## src/rtl/seq_debug_cmd_issuer.sv

```systemverilog
`default_nettype none
//==============================================================================
// Module  : seq_debug_cmd_issuer
// Purpose : Avalon-MM master that posts one debug command to the sequencer
//           mailbox (arm status, write params, write request, poll status).
// Option  : define SEQ_DEBUG_CMD_STATS_EN to add command/timeout statistics.
// Rev     : 1.0
//==============================================================================
module seq_debug_cmd_issuer #(
  parameter int                        AVL_ADDR_WIDTH = 20,
  parameter logic [AVL_ADDR_WIDTH-1:0] CMD_BASE       = 20'h153C8,
  parameter int                        MAX_PARAMS     = 4,
  parameter logic [31:0]               STATUS_BUSY    = 32'h1,
  parameter int                        POLL_GAP       = 16,
  parameter int                        TIMEOUT_POLLS  = 1024,
  localparam int                       NP_W           = $clog2(MAX_PARAMS + 1),
  localparam int                       PC_W           = $clog2(TIMEOUT_POLLS + 1)
) (
  input  logic                       avl_clk,
  input  logic                       avl_reset_n,
  input  logic                       cmd_valid,
  output logic                       cmd_ready,
  input  logic [31:0]                cmd_code,
  input  logic [NP_W-1:0]            cmd_nparams,
  input  logic [32*MAX_PARAMS-1:0]   cmd_params,
  output logic                       rsp_valid,
  output logic [31:0]                rsp_status,
  output logic                       rsp_timeout,
  output logic [AVL_ADDR_WIDTH-1:0]  avm_address,
  output logic                       avm_write,
  output logic                       avm_read,
  output logic [31:0]                avm_writedata,
  input  logic [31:0]                avm_readdata,
  input  logic                       avm_readdatavalid,
  input  logic                       avm_waitrequest
`ifdef SEQ_DEBUG_CMD_STATS_EN
  ,
  output logic [15:0]                stat_cmd_count,
  output logic [15:0]                stat_timeout_count,
  output logic [PC_W-1:0]            stat_last_polls
`endif
);

  localparam int IDX_W = (MAX_PARAMS > 1) ? $clog2(MAX_PARAMS) : 1;
  localparam int GAP_W = $clog2(POLL_GAP + 1);

  localparam logic [AVL_ADDR_WIDTH-1:0] c_REQ_ADDR   = CMD_BASE;
  localparam logic [AVL_ADDR_WIDTH-1:0] c_STAT_ADDR  = CMD_BASE + AVL_ADDR_WIDTH'(4);
  localparam logic [AVL_ADDR_WIDTH-1:0] c_PARAM_ADDR = CMD_BASE + AVL_ADDR_WIDTH'(8);
  localparam logic [GAP_W-1:0]          c_GAP_LAST   = GAP_W'(POLL_GAP - 1);
  localparam logic [NP_W-1:0]           c_NP_MAX     = NP_W'(MAX_PARAMS);
  localparam logic [PC_W-1:0]           c_POLL_MAX   = PC_W'(TIMEOUT_POLLS);

  typedef enum logic [2:0] {
    S_IDLE     = 3'd0,
    S_WR_STAT  = 3'd1,
    S_WR_PARAM = 3'd2,
    S_WR_REQ   = 3'd3,
    S_GAP      = 3'd4,
    S_RD       = 3'd5,
    S_RD_WAIT  = 3'd6,
    S_DONE     = 3'd7
  } state_t;

  state_t                      r_state;
  state_t                      w_state_nxt;

  logic [31:0]                 r_code;
  logic [32*MAX_PARAMS-1:0]    r_params;
  logic [NP_W-1:0]             r_remain;
  logic [IDX_W-1:0]            r_idx;
  logic [GAP_W-1:0]            r_gap_cnt;
  logic [PC_W-1:0]             r_poll_cnt;
  logic                        r_to_pending;
  logic                        r_rsp_valid;
  logic [31:0]                 r_rsp_status;
  logic                        r_rsp_timeout;

  logic                        w_accept;
  logic                        w_xfer_ok;
  logic                        w_busy_rd;
  logic [NP_W-1:0]             w_np_clamped;
  logic [AVL_ADDR_WIDTH-1:0]   w_param_addr;

  assign w_accept     = cmd_valid && (r_state == S_IDLE);
  assign w_xfer_ok    = !avm_waitrequest;
  assign w_busy_rd    = (avm_readdata == STATUS_BUSY);
  assign w_np_clamped = (cmd_nparams > c_NP_MAX) ? c_NP_MAX : cmd_nparams;
  assign w_param_addr = c_PARAM_ADDR + AVL_ADDR_WIDTH'({r_idx, 2'b00});

  assign cmd_ready   = (r_state == S_IDLE);
  assign rsp_valid   = r_rsp_valid;
  assign rsp_status  = r_rsp_status;
  assign rsp_timeout = r_rsp_timeout;

  always_ff @(posedge avl_clk or negedge avl_reset_n) begin
    if (!avl_reset_n) begin
      r_state <= S_IDLE;
    end else begin
      r_state <= w_state_nxt;
    end
  end

  // Bus strobes decode straight from state so an async reset drops them at once.
  always_comb begin
    w_state_nxt   = r_state;
    avm_write     = 1'b0;
    avm_read      = 1'b0;
    avm_address   = '0;
    avm_writedata = '0;
    case (r_state)
      S_IDLE: begin
        if (w_accept) begin
          w_state_nxt = S_WR_STAT;
        end
      end
      S_WR_STAT: begin
        avm_write     = 1'b1;
        avm_address   = c_STAT_ADDR;
        avm_writedata = STATUS_BUSY;
        if (w_xfer_ok) begin
          w_state_nxt = (r_remain != '0) ? S_WR_PARAM : S_WR_REQ;
        end
      end
      S_WR_PARAM: begin
        avm_write     = 1'b1;
        avm_address   = w_param_addr;
        avm_writedata = r_params[31:0];
        if (w_xfer_ok && (r_remain == NP_W'(1))) begin
          w_state_nxt = S_WR_REQ;
        end
      end
      S_WR_REQ: begin
        avm_write     = 1'b1;
        avm_address   = c_REQ_ADDR;
        avm_writedata = r_code;
        if (w_xfer_ok) begin
          w_state_nxt = S_GAP;
        end
      end
      S_GAP: begin
        if (r_gap_cnt == c_GAP_LAST) begin
          w_state_nxt = S_RD;
        end
      end
      S_RD: begin
        avm_read    = 1'b1;
        avm_address = c_STAT_ADDR;
        if (w_xfer_ok) begin
          w_state_nxt = S_RD_WAIT;
        end
      end
      S_RD_WAIT: begin
        if (avm_readdatavalid) begin
          if (!w_busy_rd || (r_poll_cnt == c_POLL_MAX)) begin
            w_state_nxt = S_DONE;
          end else begin
            w_state_nxt = S_GAP;
          end
        end
      end
      S_DONE: begin
        w_state_nxt = S_IDLE;
      end
      default: begin
        w_state_nxt = S_IDLE;
      end
    endcase
  end

  always_ff @(posedge avl_clk or negedge avl_reset_n) begin
    if (!avl_reset_n) begin
      r_code        <= '0;
      r_params      <= '0;
      r_remain      <= '0;
      r_idx         <= '0;
      r_gap_cnt     <= '0;
      r_poll_cnt    <= '0;
      r_to_pending  <= 1'b0;
      r_rsp_valid   <= 1'b0;
      r_rsp_status  <= '0;
      r_rsp_timeout <= 1'b0;
    end else begin
      r_rsp_valid <= (r_state == S_DONE);
      r_gap_cnt   <= (r_state == S_GAP) ? r_gap_cnt + 1'b1 : '0;
      case (r_state)
        S_IDLE: begin
          if (w_accept) begin
            r_code       <= cmd_code;
            r_params     <= cmd_params;
            r_remain     <= w_np_clamped;
            r_idx        <= '0;
            r_poll_cnt   <= '0;
            r_to_pending <= 1'b0;
          end
        end
        S_WR_PARAM: begin
          // Params are shifted down so the next word is always in the low slot.
          if (w_xfer_ok) begin
            r_params <= r_params >> 32;
            r_remain <= r_remain - 1'b1;
            r_idx    <= r_idx + 1'b1;
          end
        end
        S_RD: begin
          if (w_xfer_ok) begin
            r_poll_cnt <= r_poll_cnt + 1'b1;
          end
        end
        S_RD_WAIT: begin
          if (avm_readdatavalid) begin
            r_rsp_status <= avm_readdata;
            r_to_pending <= w_busy_rd && (r_poll_cnt == c_POLL_MAX);
          end
        end
        S_DONE: begin
          r_rsp_timeout <= r_to_pending;
        end
        default: begin
        end
      endcase
    end
  end

`ifdef SEQ_DEBUG_CMD_STATS_EN
  logic [15:0]     r_stat_cmd;
  logic [15:0]     r_stat_to;
  logic [PC_W-1:0] r_stat_polls;

  always_ff @(posedge avl_clk or negedge avl_reset_n) begin
    if (!avl_reset_n) begin
      r_stat_cmd   <= '0;
      r_stat_to    <= '0;
      r_stat_polls <= '0;
    end else if (r_state == S_DONE) begin
      r_stat_polls <= r_poll_cnt;
      if (r_stat_cmd != 16'hFFFF) begin
        r_stat_cmd <= r_stat_cmd + 16'd1;
      end
      if (r_to_pending && (r_stat_to != 16'hFFFF)) begin
        r_stat_to <= r_stat_to + 16'd1;
      end
    end
  end

  assign stat_cmd_count     = r_stat_cmd;
  assign stat_timeout_count = r_stat_to;
  assign stat_last_polls    = r_stat_polls;
`endif

endmodule
`default_nettype wire

```

## config.mk

```make
export PLATFORM = sky130hd
export DESIGN_NAME = seq_debug_cmd_issuer
export DESIGN_NICKNAME = d
export VERILOG_FILES = /design/src/rtl/seq_debug_cmd_issuer.sv
export SDC_FILE = /design/constraint.sdc
export NUM_CORES = 1
export LEC_CHECK = 0
export BUFFER_PORTS_ARGS = -buffer_cell sky130_fd_sc_hd__buf_2
export CAP_MARGIN = 40
export CORE_ASPECT_RATIO = 1.1
export CORE_MARGIN = 4
export CORE_UTILIZATION = 51
export DETAILED_ROUTE_END_ITERATION = 7
export MAX_ROUTING_LAYER = met4
export PLACE_DENSITY = 0.79
export SYNTH_ARGS = -nofsm -noshare
export SYNTH_HDL_FRONTEND = slang
export SYNTH_SLANG_ARGS = --single-unit
```

## constraint.sdc

```tcl
create_clock -name avl_clk -period 2.6 [get_ports avl_clk]
set_input_delay 0.13 -clock avl_clk [delete_from_list [all_inputs] [get_ports avl_clk]]
set_output_delay 0.13 -clock avl_clk [all_outputs]
set_load 0.01 [all_outputs]
```

==> results_dict.tcl <==
set metrics [dict create \
    status "completed" \
    syn_avg_cell_area_um2 10.7 \
    relSlewSlack 0.585 \
    cap_viol_max_count 0 \
    gp_congestion 0.837 \
    core-area_um2 19100 \
    fill_cells 1181 \
    grt_pass1_vias 9442 \
    synth_edf_count 0 \
    synth_top_cells_by_area "dfrtp_1 55%, mux2i_1 9.9%, nand2_1 8.0%" \
    critPathMaxStageDelay_ns 0.64 \
    start_util 0.519 \
    critPathMaxFanout 34 \
    synthMuxAreaShare 0.138 \
    vias_per_cell 5.39 \
    ys_ff_latch 219 \
    power_density_nw_per_um2 1060 \
    die-area_um2 21700 \
    route.detailed.drc 0 \
    hold_path.class "in2reg" \
    skew_ns 0.00851 \
    cts_root_buf "clkbuf_16" \
    hpwl_um 17900 \
    synthCells 929 \
    wl_per_cell_um 18.9 \
    grt_max_degree 96 \
    rows 53 \
    synth_most_common_cell "dfrtp_1" \
    cts_setup_buffers 0 \
    ys.flop_type "dfrtp_1" \
    synth_top_family_by_area "multiplexers" \
    preCtsSetupSlack_ns 0.497 \
    ys_seq_area_frac 0.553 \
    cts.sinks 219 \
    finalNonFillerCells 1641 \
    grt_pass1_wl_um 49500 \
    crit_path_start_kind "flip-flop" \
    synth_warnings 0 \
    synthArstFlopShare 1.00 \
    layout.nets 1582 \
    multi_input_area_um2 4030 \
    path_class "reg2out" \
    finalHoldViolations 0 \
    wirelength_um 31100 \
    critPathCaptureType "output port" \
    synthTopCellsByCount "219 x dfrtp_1, 210 x nand2_1, 98 x mux2i_1, 85 x o21ai_0, 63 x a22o_1" \
    antenna_found_initial 2 \
    fin_setup_tns_ns 0 \
    synth_area_um2 9900 \
    cts_buffer_depth 3 \
    p_leak_nw 6.92 \
    yosysTopAreaCellShare 0.553 \
    pin_count 289 \
    area_delta_synth_final_pct 44.1 \
    firstDrtPassIters 5 \
    vias 8845 \
    cts_made_buffers 23 \
    ant_nets 0 \
    arrival_ns 2.28 \
    track_usage 0.292 \
    cts_tree "built" \
    max_freq_ghz 0.415 \
    final_util 0.747 \
    grt_overflow 0 \
    synthDistinctLibCells 50 \
    synth_top_area_cell "dfrtp_1" \
    regArea_um2 5480 \
    cp.required_ns 2.47 \
    clk_latency_ns 0.51 \
    power_mw 15.1 \
    worstMarginPinSlew_ns 0.622 \
    slew_violations 0 \
    worst_slack_ns 0.190 \
    yosys.area_share.adder 0.00884 \
    drive_above_1_share 0.269 \
    drt_iter0_drc 493 \
    io_buffers 278 \
    yosys.area_share.simple 0.119 \
    setup_viol 0 \
    synth_compound_area_frac 0.132 \
    dieWidth_um 141 \
    place_inst 1402 \
    crit_chain "inv_2 > nand2_1 > inv_6 > buf_16 > a22o_1 > buf_2" \
    die_y_um 154 \
    min_period_over_period 0.927 \
    slowest_stage "dfrtp_1" \
    path_clk_slew_ns 0.06 \
    synth_xor_area_frac 0.00354 \
    min_period_ns 2.41 \
    irDropWorstVdd_v 0.000631 \
    rsz0062_at_grt "no" \
    htreeDepth 1 \
]
kinds of logic (layout without fill, tap and decap cells):
| kind of cell | count (synthesis) | after routing |
|---|---|---|
| muxes | 132 | 132 |
| DFF | 219 | 219 |
| adders and majority gates | 7 | 7 |
| and+or+nand+nor | 275 | 275 |
| other | 1 | 12 |
| xor gates and xnor gates | 4 | 4 |
| buffers and inverters | 91 | 545 |
| AOI/OAI and AO/OA | 200 | 200 |
placed cells by master, fill, tap and decap left out, drive strengths merged, types with 6 or more instances in the layout:
master	count
a21oi	10
a22o	63
buf	294
clkbuf	35
conb	10
dfrtp	219
dlygate4sd3	194
ha	7
inv	16
mux2	34
mux2i	98
nand2	210
nand4	6
nor2	13
nor4	9
o21ai	106
where the power goes:
group | internal (mW) | switching [mW]
sequential | 4.94 | 1.12
clock | 2.01 | 1.32
combinational | 2.63 | 3.11
layout make-up:
class | instances | share of cell area
Timing Repair Buffer | 489 | 0.253
Antenna cell | 2 | 0.000351
Sequential cell | 219 | 0.384
Multi-Input combinational cell | 628 | 0.282
Clock buffer | 34 | 0.0474
Clock inverter | 8 | 0.00719
Tap cell | 247 | 0.0217
Inverter | 14 | 0.00403
stage by stage:
step	hold slack [ns]	area, um^2
after global placement	0.169	11500
after detailed placement	0.175	11500
after global routing	0.0717	14300
final	0.0510	14300
after CTS	0.0311	14200
after floorplan	-0.166	9940
critical path, delay by kind of cell, from the launching register on:
family | cells | cell delay, ns
buffers and inverters | 4 | 0.60
and+or+nand+nor | 1 | 0.23
AOI/OAI and AO/OA | 1 | 0.28
DFF | 1 | 0.64
layer usage:
layer,track usage,wire (um)
met1,0.346,12100
met2,0.495,15600
met3,0.0454,1920
met4,0.124,1420
met5,-,0
sequential cells by signal, summed over array words and instances, names as in the netlist:
name and flops:
r_to_pending 1, r_params 128, rsp_timeout 1, r_gap_cnt 5, r_poll_cnt 11, rsp_status 32, r_code 32, r_remain 3
r_idx 2, r_state 3, rsp_valid 1
repair_timing:
item / in CTS / in global routing
resized for setup: 0 / 2
hold endpoints to repair: 273 / 0
endpoints found under the setup margin: 0 / 25
hold buffers: 194 / 0
path summary, 6_finish.rpt:
| path | start | end | slack, ns | depth (start not counted) |
|---|---|---|---|---|
| setup / recovery | r_state[0] | avm_writedata[18] | 0.19 | 6 |
| hold / removal | cmd_nparams[2] | r_remain[1] | 0.05 | 4 |
| setup reg to reg | r_state[0] | r_params[21] | 0.33 | 7 |
| hold reg to reg | r_gap_cnt[0] | r_gap_cnt[0] | 0.48 | 1 |
| max in group asynchronous | avl_reset_n | r_params[97] | 1.58 | 3 |
| min in group asynchronous | avl_reset_n | r_params[121] | 0.24 | 2 |
Note: power is estimated with default switching activity, not from simulation.
